===== config.mk =====
export PLATFORM = sky130hd
export DESIGN_NAME = key_conditioner
export DESIGN_NICKNAME = d
export VERILOG_FILES = /design/src/rtl/key_conditioner.sv
export SDC_FILE = /design/constraint.sdc
export NUM_CORES = 1
export LEC_CHECK = 0
export BUFFER_PORTS_ARGS = -buffer_cell sky130_fd_sc_hd__buf_2
export CORE_UTILIZATION = 57
export CTS_CLUSTER_SIZE = 28
export DETAILED_ROUTE_END_ITERATION = 10
export PLACE_DENSITY = 0.79
export SLEW_MARGIN = 5
export SYNTH_ARGS = -nofsm -noshare
export SYNTH_HDL_FRONTEND = slang
export SYNTH_SLANG_ARGS = --single-unit

===== constraint.sdc =====
create_clock -name clk -period 2.3 [get_ports clk]
set_input_delay 0.115 -clock clk [delete_from_list [all_inputs] [get_ports clk]]
set_output_delay 0.115 -clock clk [all_outputs]
set_load 0.05 [all_outputs]

===== src/rtl/key_conditioner.sv =====
`default_nettype none
// ============================================================================
// key_conditioner : per-key 2-flop sync, debounce FSM, press pulse and toggle.
// Optional auto-repeat via KEY_CONDITIONER_REPEAT_EN.   Revision: 1.0
// ============================================================================
module key_conditioner #(
  parameter int NKEYS         = 4,
  parameter int DEB_CYCLES    = 20,
  parameter int REPEAT_DELAY  = 500,
  parameter int REPEAT_PERIOD = 125,
  parameter int CW            = 10
) (
  input  logic             clk,
  input  logic             rst,
  input  logic [NKEYS-1:0] key_n,
  output logic [NKEYS-1:0] level,
  output logic [NKEYS-1:0] press,
  output logic [NKEYS-1:0] toggle
);

  typedef enum logic [1:0] {
    S_IDLE   = 2'd0,
    S_DEB_DN = 2'd1,
    S_HELD   = 2'd2,
    S_DEB_UP = 2'd3
  } state_t;

  localparam logic [CW-1:0] C_DEB_LAST = CW'(DEB_CYCLES - 1);
  localparam logic [CW-1:0] C_ONE      = CW'(1);

  // Out-of-range settings would make a counter wrap or never terminate.
  if (NKEYS < 1 || DEB_CYCLES < 2 || DEB_CYCLES > (2**CW) - 1 ||
      REPEAT_DELAY < 2 || REPEAT_DELAY > 2**CW ||
      REPEAT_PERIOD < 2 || REPEAT_PERIOD > 2**CW) begin : g_param_check
    $error("key_conditioner: illegal parameter combination");
  end

  logic [NKEYS-1:0] r_sync1;
  logic [NKEYS-1:0] r_sync2;

  always_ff @(posedge clk) begin
    if (rst) begin
      r_sync1 <= '0;
      r_sync2 <= '0;
    end else begin
      r_sync1 <= ~key_n;
      r_sync2 <= r_sync1;
    end
  end

  genvar i;
  for (i = 0; i < NKEYS; i++) begin : g_ch
    logic    w_key;
    state_t  r_state, w_state;
    logic [CW-1:0] r_deb, w_deb;
    logic    r_level, w_level;
    logic    r_press, w_press;
    logic    r_toggle, w_toggle;
`ifdef KEY_CONDITIONER_REPEAT_EN
    localparam logic [CW-1:0] C_REP_FIRST = CW'(REPEAT_DELAY - 1);
    localparam logic [CW-1:0] C_REP_NEXT  = CW'(REPEAT_PERIOD - 1);
    logic [CW-1:0] r_rep, w_rep;
    logic          r_first, w_first;
`endif

    assign w_key = r_sync2[i];

    always_comb begin
      w_state  = r_state;
      w_deb    = r_deb;
      w_level  = r_level;
      w_press  = 1'b0;
      w_toggle = r_toggle;
`ifdef KEY_CONDITIONER_REPEAT_EN
      w_rep    = r_rep;
      w_first  = r_first;
`endif
      unique case (r_state)
        S_IDLE: begin
          if (w_key) begin
            w_state = S_DEB_DN;
            w_deb   = '0;
          end
        end
        S_DEB_DN: begin
          if (!w_key) begin
            w_state = S_IDLE;
            w_deb   = '0;
          end else if (r_deb == C_DEB_LAST) begin
            w_state  = S_HELD;
            w_deb    = '0;
            w_level  = 1'b1;
            w_press  = 1'b1;
            w_toggle = ~r_toggle;
`ifdef KEY_CONDITIONER_REPEAT_EN
            w_rep    = '0;
            w_first  = 1'b1;
`endif
          end else begin
            w_deb = r_deb + C_ONE;
          end
        end
        S_HELD: begin
          if (!w_key) begin
            w_state = S_DEB_UP;
            w_deb   = '0;
          end
`ifdef KEY_CONDITIONER_REPEAT_EN
          // First repeat waits the long delay, later ones the short period.
          else if (r_rep == (r_first ? C_REP_FIRST : C_REP_NEXT)) begin
            w_press = 1'b1;
            w_rep   = '0;
            w_first = 1'b0;
          end else begin
            w_rep = r_rep + C_ONE;
          end
`endif
        end
        S_DEB_UP: begin
          if (w_key) begin
            w_state = S_HELD;
            w_deb   = '0;
          end else if (r_deb == C_DEB_LAST) begin
            w_state = S_IDLE;
            w_deb   = '0;
            w_level = 1'b0;
          end else begin
            w_deb = r_deb + C_ONE;
          end
        end
        default: begin
          w_state = S_IDLE;
          w_deb   = '0;
        end
      endcase
    end

    always_ff @(posedge clk) begin
      if (rst) begin
        r_state  <= S_IDLE;
        r_deb    <= '0;
        r_level  <= 1'b0;
        r_press  <= 1'b0;
        r_toggle <= 1'b0;
`ifdef KEY_CONDITIONER_REPEAT_EN
        r_rep    <= '0;
        r_first  <= 1'b0;
`endif
      end else begin
        r_state  <= w_state;
        r_deb    <= w_deb;
        r_level  <= w_level;
        r_press  <= w_press;
        r_toggle <= w_toggle;
`ifdef KEY_CONDITIONER_REPEAT_EN
        r_rep    <= w_rep;
        r_first  <= w_first;
`endif
      end
    end

    assign level[i]  = r_level;
    assign press[i]  = r_press;
    assign toggle[i] = r_toggle;
  end

endmodule
`default_nettype wire


==> flow_summary.ini, run 1 <==
[detailed_routing]
postRouteWirelength_mm = 6.682
via_per_inst = 6.040
drc = 0
vias = 2996
first_pass_iters = 4
drtAntennaViolNets = 0
dr.first_iter.drc_count = 142
avgRoutedWirePerCell_um = 13.47

[setup_path]
setup.worst_path.class = reg -> reg
critPathLaunchType = register
cp_max_fo = 9
critPathCaptureType = register
cp.arrival_ns = 2.14
worstPathRequired_ns = 2.53
ff2ff_path_depth = 5

[logic_synthesis]
synth_edf_count = 0
ys_ff_latch = 68
syn_area_um2 = 3463
yosysUniqueCellTypes = 51
avgSynthCellArea_um2 = 8.406
yosysSeqAreaShare = 0.3931
synthTopCellsByArea = dfxtp_1 39%, nand3_1 4.0%, nand2_1 3.6%
synth_top_area_frac = 0.3931
syn_inst = 412
syn-num-nets = 422
yosysTopAreaCell = dfxtp_1
async_reset_ff_frac = 0
synth-main-ff-cell = dfxtp_1
yosysWarnings = 0

[grt]
antenna_found_initial = 0
grt_max_degree = 33
use_met3 = 0.06743
grt_usage = 0.2225
grt_use_met2 = 0.3607
groute.layer.met1.usage = 0.2816
top_usage_layer = met2
grt_pass1_vias = 2576
grt_first_pass_wirelength_mm = 11.27
overflow = 0

[min_path]
hold_path.class = in -> reg
hold_depth = 3

[sta]
setup_viol = 0
final.setup.worst_slack_ns = 0.3848
rsz0062_at_grt = no
finalHoldViolations = 0
fin_setup_tns_ns = 0
timing.fmax_mhz = 522.1
min_period_over_period = 0.8327
slew_headroom = 0.5059
worst_pin_slew_ns = 0.7385
period_minus_slack_ns = 1.915
finClkSkew_ns = 0.008624
maxSlewViolCount = 0

[cts]
clock_latency_ns = 0.34
htreeDepth = 3
cts.repair.resized = 0
cts.path.max_buffers = 2
postCtsSetupBuffers = 0
clockRootBuffer = clkbuf_8
clock-sinks = 68
cts_tree = built
clk_pin_slew_worst_paths_ns = 0.07
hold_buffers = 4
cts_buffers = 9

[floorplan]
core_um2 = 5886
ioPinCount = 18
die-area_um2 = 6392
rows = 28
dieWidth_um = 79.95
start_util = 0.5884
die_height_um = 79.95

[power_and_ir_drop]
p_per_area_nw_per_um2 = 665.6
p_leak_nw = 1.285
vdd_ir_drop_max_v = 0.0006539

[job]
maxCapViolations = 0

[placement]
dp_slack_ns = 0.3937
place.gp.congestion = 0.8579
dp.cells = 476
port_buffers = 17
hpwl_mm = 4.539

[finish]
layout-drive-gt1-share = 0.1093
multi_input_area_um2 = 1851
synthToLayoutAreaGrowth_pct = 8.779
antennaDiodeCount = 0
seqCellArea_um2 = 1361
final_nets = 426
final_cells = 496
nFillCells = 507
fin_util = 0.6401

[status]
outcome = finished, final reports clean
-- power by group --
part / internal, mW / switching (mW)
Sequential: 1.20 / 0.0160
Clock: 0.717 / 0.425
Combinational: 0.0447 / 0.106
Total: 1.96 / 0.547
-- registers in the layout, indices dropped and copies added (netlist names), named ones only --
name,count
g_ch.r_press,4
g_ch.r_level,4
r_sync1,4
g_ch.r_toggle,4
g_ch.r_deb,40
g_ch.r_state,4
r_sync2,4
-- synthesized netlist by cell type, types with 3 or more instances --
cell,n
dfxtp_1,68
nand2_1,33
nand3_1,28
nor2_1,27
nor3_1,21
o21ai_0,20
a21oi_1,19
inv_1,17
nand4_1,15
buf_4,13
clkbuf_1,10
nor2b_1,9
and3_1,8
nand4b_1,8
buf_2,7
o211ai_1,7
xor2_1,7
a41oi_1,6
mux2i_1,6
xnor2_1,6
a311oi_1,5
a32oi_1,5
nand3b_1,5
nor4_1,5
a211oi_1,4
and4_1,4
ha_1,4
nor3b_1,4
o311ai_0,4
or4_1,4
a31oi_1,3
nand2b_1,3
-- per-layer routing --
metal / part of all wire / vias up
met3: 0.044 / 9
met1: 0.48 / 1402
met4: 0.0085 / 0
met5: 0 / -
li1: - / 1525
met2: 0.47 / 60
-- worst paths after layout --
| kind | start | endpoint | slack, ns |
|---|---|---|---|
| hold / removal | rst | register | 0.27 |
| hold reg to reg | r_sync1[1] | r_sync2[1] | 0.44 |
| setup / recovery | g_ch[0].r_deb[0] | g_ch[0].r_deb[4] | 0.38 |
| setup reg to reg | g_ch[0].r_deb[0] | g_ch[0].r_deb[4] | 0.38 |
-- cell usage in the layout (no fill, tap or decap), drive strengths merged, types with 10 or more instances in the layout --
| master | instances |
|---|---|
| nor3 | 21 |
| nand3 | 28 |
| inv | 17 |
| a21oi | 19 |
| o21ai | 20 |
| nand4 | 17 |
| nand2 | 33 |
| nor2b | 10 |
| clkbuf | 11 |
| dfxtp | 68 |
| buf | 22 |
| nor2 | 27 |
-- worst max-delay path: stages, from the launching register on --
cell and delay, ns:
dfxtp_1 0.36, ha_1 0.30, nor4b_1 0.36, nand4b_1 0.39, a41oi_1 0.30, o21ai_0 0.09
-- kinds of logic after synthesis --
kind of cell    count (synthesis)  synth area share
simple gates                  189            0.3139
compound gates                 81            0.1557
flops                          68            0.3931
buf+inv                        51           0.07261
xor+xnor                       13           0.03288
mux                             6           0.01734
fa+ha+maj                       4           0.01445
-- through the flow --
step | area, um^2 | power [mW] | hold WS, ns
floorplan | 3463 | 1.366 | 0.1817
CTS | 3767 | 2.544 | 0.2562
finish | 3767 | 2.508 | 0.2698
global route | 3767 | 2.601 | 0.2762
detailed placement | 3496 | 1.387 | 0.2696
global placement | 3496 | 1.384 | 0.2676
-- area by class of cell --
class,instances,share of cell area
Clock buffer,11,0.03487
Clock inverter,5,0.02657
Inverter,18,0.01793
Multi-Input combinational cell,293,0.4912
Sequential cell,68,0.3613
Tap cell,75,0.02491
Timing Repair Buffer,26,0.04318
Power figures use the tool's default switching activity.
==> run 2: changes to the inputs <==
CORE_UTILIZATION = 55   (was 57)
PLACE_DENSITY = 0.8   (was 0.79)
clock period = 1.65 ns   (was 2.3 ns; I/O delays follow)
==> run 2 against run 1 <==
  * Non-clock buffer count rose by 21
  * Setup slack lost 0.38 ns
  * First-iteration DRC count up 6.3%
  * Clock-buffer cell count down 1
  * Sequential power grew 40%
  * Die area up 3.5%
  * Critical path depth stayed put
  * Critical path type unchanged
==> flow_summary.ini, run 2 (same netlist as run 1, synthesis figures left out) <==
[status]
outcome = finished, final reports clean

[finish]
synthToLayoutAreaGrowth_pct = 14.70
fin_util = 0.6631
antennaDiodeCount = 0
mostFrequentLayoutCells = 67 x dfxtp_1, 33 x nand2_1, 27 x nand3_1
regMostFlops = g_ch.r_deb
final_nets = 447
layout-drive-gt1-share = 0.1765
largest_register_ffs = 40
final_cells = 517
mostFrequentLayoutCell = dfxtp_1

[setup_path]
worstPathRequired_ns = 1.87
cp_max_fo = 9
path_cells = ha_1 > nor2b_1 > nand3_1 > nand2_1 > o311ai_0
setup.worst_path.class = reg -> reg
r2r-start = g_ch[1].r_deb[0]
timing.rr.end = g_ch[1].r_deb[9]
critPathLaunchType = register
cp_top_family = simple AND/OR/NAND/NOR gates
cp.arrival_ns = 1.86
ff2ff_path_depth = 5
critical_path_depth = 5
cpMaxStageDelayCell = o311ai_0
cp.buffers_inverters = 0
critPathCaptureType = register
cp_slowest_stage_delay_ns = 0.39
r2r_slack_ns = 0.005

[detailed_routing]
first_pass_iters = 4
vias = 3146
wl_met3_um = 358
dr.first_iter.drc_count = 151
via_per_inst = 6.085
drtAntennaViolNets = 0
routed.top_layer = met4
avgRoutedWirePerCell_um = 14.04
drc = 0
m1WireLength_mm = 3.370
postRouteWirelength_mm = 7.259
wl_met2_mm = 3.449

[floorplan]
dieWidth_um = 81.36
ioPinCount = 18
die_height_um = 81.36
die-area_um2 = 6619
rows = 28
start_util = 0.5781
core_um2 = 5991

[sta]
maxSlewViolCount = 0
timing.fmax_mhz = 607.8
finClkSkew_ns = 0.01129
finalHoldViolations = 0
min_period_over_period = 0.9971
period_minus_slack_ns = 1.645
rsz0062_at_grt = yes
worst_pin_slew_ns = 0.5373
slew_headroom = 0.6390
setup_viol = 0
final.setup.worst_slack_ns = 0.004845

[grt]
antenna_found_initial = 0
grt_max_degree = 38
grt_first_pass_wirelength_mm = 12.25
overflow = 0
grt_usage = 0.2394
grt_pass1_vias = 2813

[min_path]
min_from = rst
hold_end = r_sync1[0]
hold_depth = 3
hold_path.class = in -> reg

[power_and_ir_drop]
p_per_area_nw_per_um2 = 830.6
combPwrFrac = 0.070
p_sw_uw = 818.6
seqPwrFrac = 0.513
clockPowerShare = 0.417
vdd_ir_drop_max_v = 0.0005888
finalPower_mw = 3.299
swShare = 0.2481
internal-power_mw = 2.481
p_leak_nw = 1.386

[placement]
dp_slack_ns = -0.03685
place.gp.congestion = 0.8522
dp.cells = 495
hpwl_mm = 4.856
port_buffers = 17

[cts]
cts.path.max_buffers = 2
clock-sinks = 68
clockRootBuffer = clkbuf_8
clk_pin_slew_worst_paths_ns = 0.08
cts_tree = built
clock_latency_ns = 0.35
htreeDepth = 3
cts_buffers = 9

[job]
maxCapViolations = 0
==> run 2: timing repair <==
item	4_1_cts	5_1_grt
buffers inserted	0	2
cloned	0	0
hold buffers	4	0
pin swaps	0	1
endpoints found under the hold margin	4	0
setup endpoints to repair	6	21
resized for setup	2	9
==> run 2: final cells by class <==
class,count,area [um^2]
fillers,489,2018
multi-input cells,293,1902
flip-flops and latches,68,1363
repair buffers,47,345.3
clock buffers,10,137.6
well taps,75,93.84
inverters,18,67.56
clock inverters,6,63.81
==> run 2: through the flow <==
step / TNS (ns) / instance area, um^2 / hold WS, ns
global route: -0.2244 / 3973 / 0.1764
CTS: -0.02112 / 3913 / 0.1571
finish: 0 / 3973 / 0.1695
detailed placement: -0.08970 / 3664 / 0.2424
floorplan: 0 / 3463 / 0.1492
global placement: 0 / 3664 / 0.2402
==> run 2: tightest hold or removal path, cell delays in order <==
cell and delay [ns]:
buf_2 0.14, buf_12 0.17, nor2_1 0.09
==> run 2: per-layer routing <==
layer,GRT usage,up-vias
met5,0,-
met4,0.09286,0
met3,0.06292,8
met2,0.4000,73
met1,0.2911,1492
li1,-,1573
==> run 2: how the worst max path moves through the flow <==
stage                          start          endpoint  slack [ns]
floorplan           g_ch[0].r_deb[0]  g_ch[0].r_deb[4]        0.07
global placement    g_ch[3].r_deb[1]  g_ch[3].r_deb[6]        0.09
detailed placement  g_ch[3].r_deb[1]  g_ch[3].r_deb[6]       -0.04
CTS                 g_ch[1].r_deb[0]  g_ch[1].r_deb[9]       -0.02
global route        g_ch[1].r_deb[1]  g_ch[1].r_deb[9]       -0.05
finish              g_ch[1].r_deb[0]  g_ch[1].r_deb[9]       0.005
==> run 2: power by group through the flow <==
| stage | Clock, mW | Combinational [mW] | Sequential (mW) |
|---|---|---|---|
| detailed placement | 0 | 0.219 | 1.73 |
| CTS | 1.40 | 0.227 | 1.69 |
| global placement | 0 | 0.215 | 1.73 |
| floorplan | 0 | 0.180 | 1.72 |
| finish | 1.38 | 0.231 | 1.69 |
| global route | 1.47 | 0.249 | 1.70 |
==> run 3: changes to the inputs <==
CELL_PAD_IN_SITES_DETAIL_PLACEMENT = 0   (was unset)
CELL_PAD_IN_SITES_GLOBAL_PLACEMENT = 1   (was unset)
CORE_UTILIZATION = 42   (was 55)
==> run 3 against run 2 <==
  * Wire length up 3.5%
  * Setup slack better by 0.072 ns
  * Critical path type unchanged
  * Total power up 2.8%
  * Flip-flop and latch count unchanged
  * Maximum frequency up 4.5%
  * Non-clock buffer count up 7
  * Via count down 2.5%
==> flow_summary.ini, run 3 (same netlist as run 1, synthesis figures left out) <==
[detailed_routing]
postRouteWirelength_mm = 7.513
via_per_inst = 5.587
drtAntennaViolNets = 0
vias = 3067
drc = 0
dr.first_iter.drc_count = 148
first_pass_iters = 4
avgRoutedWirePerCell_um = 13.68

[grt]
antenna_found_initial = 0
grt_usage = 0.1853
grt_pass1_vias = 2735
grt_use_met2 = 0.2757
grt_max_degree = 26
overflow = 0
top_usage_layer = met2
groute.layer.met1.usage = 0.2557
grt_first_pass_wirelength_mm = 12.80
use_met3 = 0.04680

[floorplan]
dieWidth_um = 92.81
die-area_um2 = 8613
die_height_um = 92.81
core_um2 = 7848
rows = 32
start_util = 0.4413
ioPinCount = 18

[finish]
final_cells = 549
largest_register_ffs = 40
antennaDiodeCount = 0
multi_input_area_um2 = 1886
final_nets = 454
nFillCells = 811
synthToLayoutAreaGrowth_pct = 16.65
finalInstanceArea_um2 = 4040
regMostFlops = g_ch.r_deb
mostFrequentLayoutCell = dfxtp_1
seqCellArea_um2 = 1365
mostFrequentLayoutCells = 65 x dfxtp_1, 33 x nand2_1, 32 x buf_4
layout-drive-gt1-share = 0.1902

[power_and_ir_drop]
internal-power_mw = 2.589
clockPowerShare = 0.434
finalPower_mw = 3.390
combPwrFrac = 0.066
p_sw_uw = 801.5
seqPwrFrac = 0.499
p_per_area_nw_per_um2 = 839.1
vdd_ir_drop_max_v = 0.0003990
p_leak_nw = 1.422
swShare = 0.2364

[setup_path]
critPathLaunchType = register
cp_slowest_stage_delay_ns = 0.38
worstPathRequired_ns = 1.88
r2r_slack_ns = 0.08
cp.buffers_inverters = 1
path_cells = ha_1 > nor2b_2 > nand4_2 > buf_4 > a311o_1
cp.arrival_ns = 1.80
setup.worst_path.class = reg -> reg
cp_top_family = flip-flops
cp_max_fo = 5
cpMaxStageDelayCell = dfxtp_1
critPathCaptureType = register

[sta]
slew_headroom = 0.6943
period_minus_slack_ns = 1.574
final.setup.worst_slack_ns = 0.07638
timing.fmax_mhz = 635.5
min_period_over_period = 0.9537
rsz0062_at_grt = yes
setup_viol = 0
maxSlewViolCount = 0
worst_pin_slew_ns = 0.4551
finClkSkew_ns = 0.007064
finalHoldViolations = 0

[placement]
hpwl_mm = 5.041
port_buffers = 17
place.gp.congestion = 0.8123
dp_slack_ns = 0.04301
place_area_um2 = 3745
dp.cells = 530

[cts]
cts_tree = built
cts_buffers = 9
clock_latency_ns = 0.34
htreeDepth = 3
clk_pin_slew_worst_paths_ns = 0.07
clockRootBuffer = clkbuf_8
clock-sinks = 68
cts.path.max_buffers = 2

[status]
outcome = finished, final reports clean

[min_path]
hold_path.class = in -> reg

[job]
maxCapViolations = 0
==> run 3: area by class of cell <==
cell class	count	area share
inverter	18	0.01672
clock buffer	13	0.04429
clock inverter	1	0.007433
multi-input combinational	293	0.4667
sequential	68	0.3379
tap	102	0.03159
timing repair buffer	54	0.09539
==> run 3: path summary, 6_finish.rpt <==
kind                     from          endpoint  cells after the start
min reg2reg        r_sync1[0]        r_sync2[0]                      1
min                       rst  g_ch[3].r_deb[7]                      3
max          g_ch[3].r_deb[0]   g_ch[3].r_level                      5
max reg2reg  g_ch[3].r_deb[0]   g_ch[3].r_level                      5
==> run 3: timing repair <==
action / 4_1_cts / 5_1_grt
setup buffers: 0 / 1
resized for setup: 0 / 12
hold buffers: 4 / 0
hold endpoints to repair: 4 / 0
endpoints found under the setup margin: 0 / 31
==> run 3: metal layers <==
layer	routed length, um	vias to the layer above
met3	234	4
met1	3790	1442
met5	0	-
met2	3442	44
met4	46	0
li1	-	1577
==> run 3: worst reg2reg max path, delay by kind of cell (launching register included) <==
kind            cells  cell delay [ns]
flops               1             0.38
buf+inv             1             0.18
fa+ha+maj           1             0.23
compound gates      1             0.34
simple gates        2             0.35
==> run 3: power by group through the flow <==
stage	Sequential (mW)	Combinational [mW]	Clock [mW]
6_report	1.69	0.225	1.47
5_1_grt	1.70	0.244	1.60
4_1_cts	1.69	0.225	1.51
3_5_place_dp	1.73	0.217	0
3_3_place_gp	1.73	0.217	0
2_1_floorplan	1.72	0.180	0
==> run 3: through the flow <==
step	TNS (ns)	utilization	hold slack, ns
floorplan	0	-	0.1492
global placement	0	0.4772	0.2382
detailed placement	0	0.4772	0.2410
CTS	0	0.5089	0.1576
global route	-0.1570	0.5148	0.1665
finish	0	0.5148	0.1583
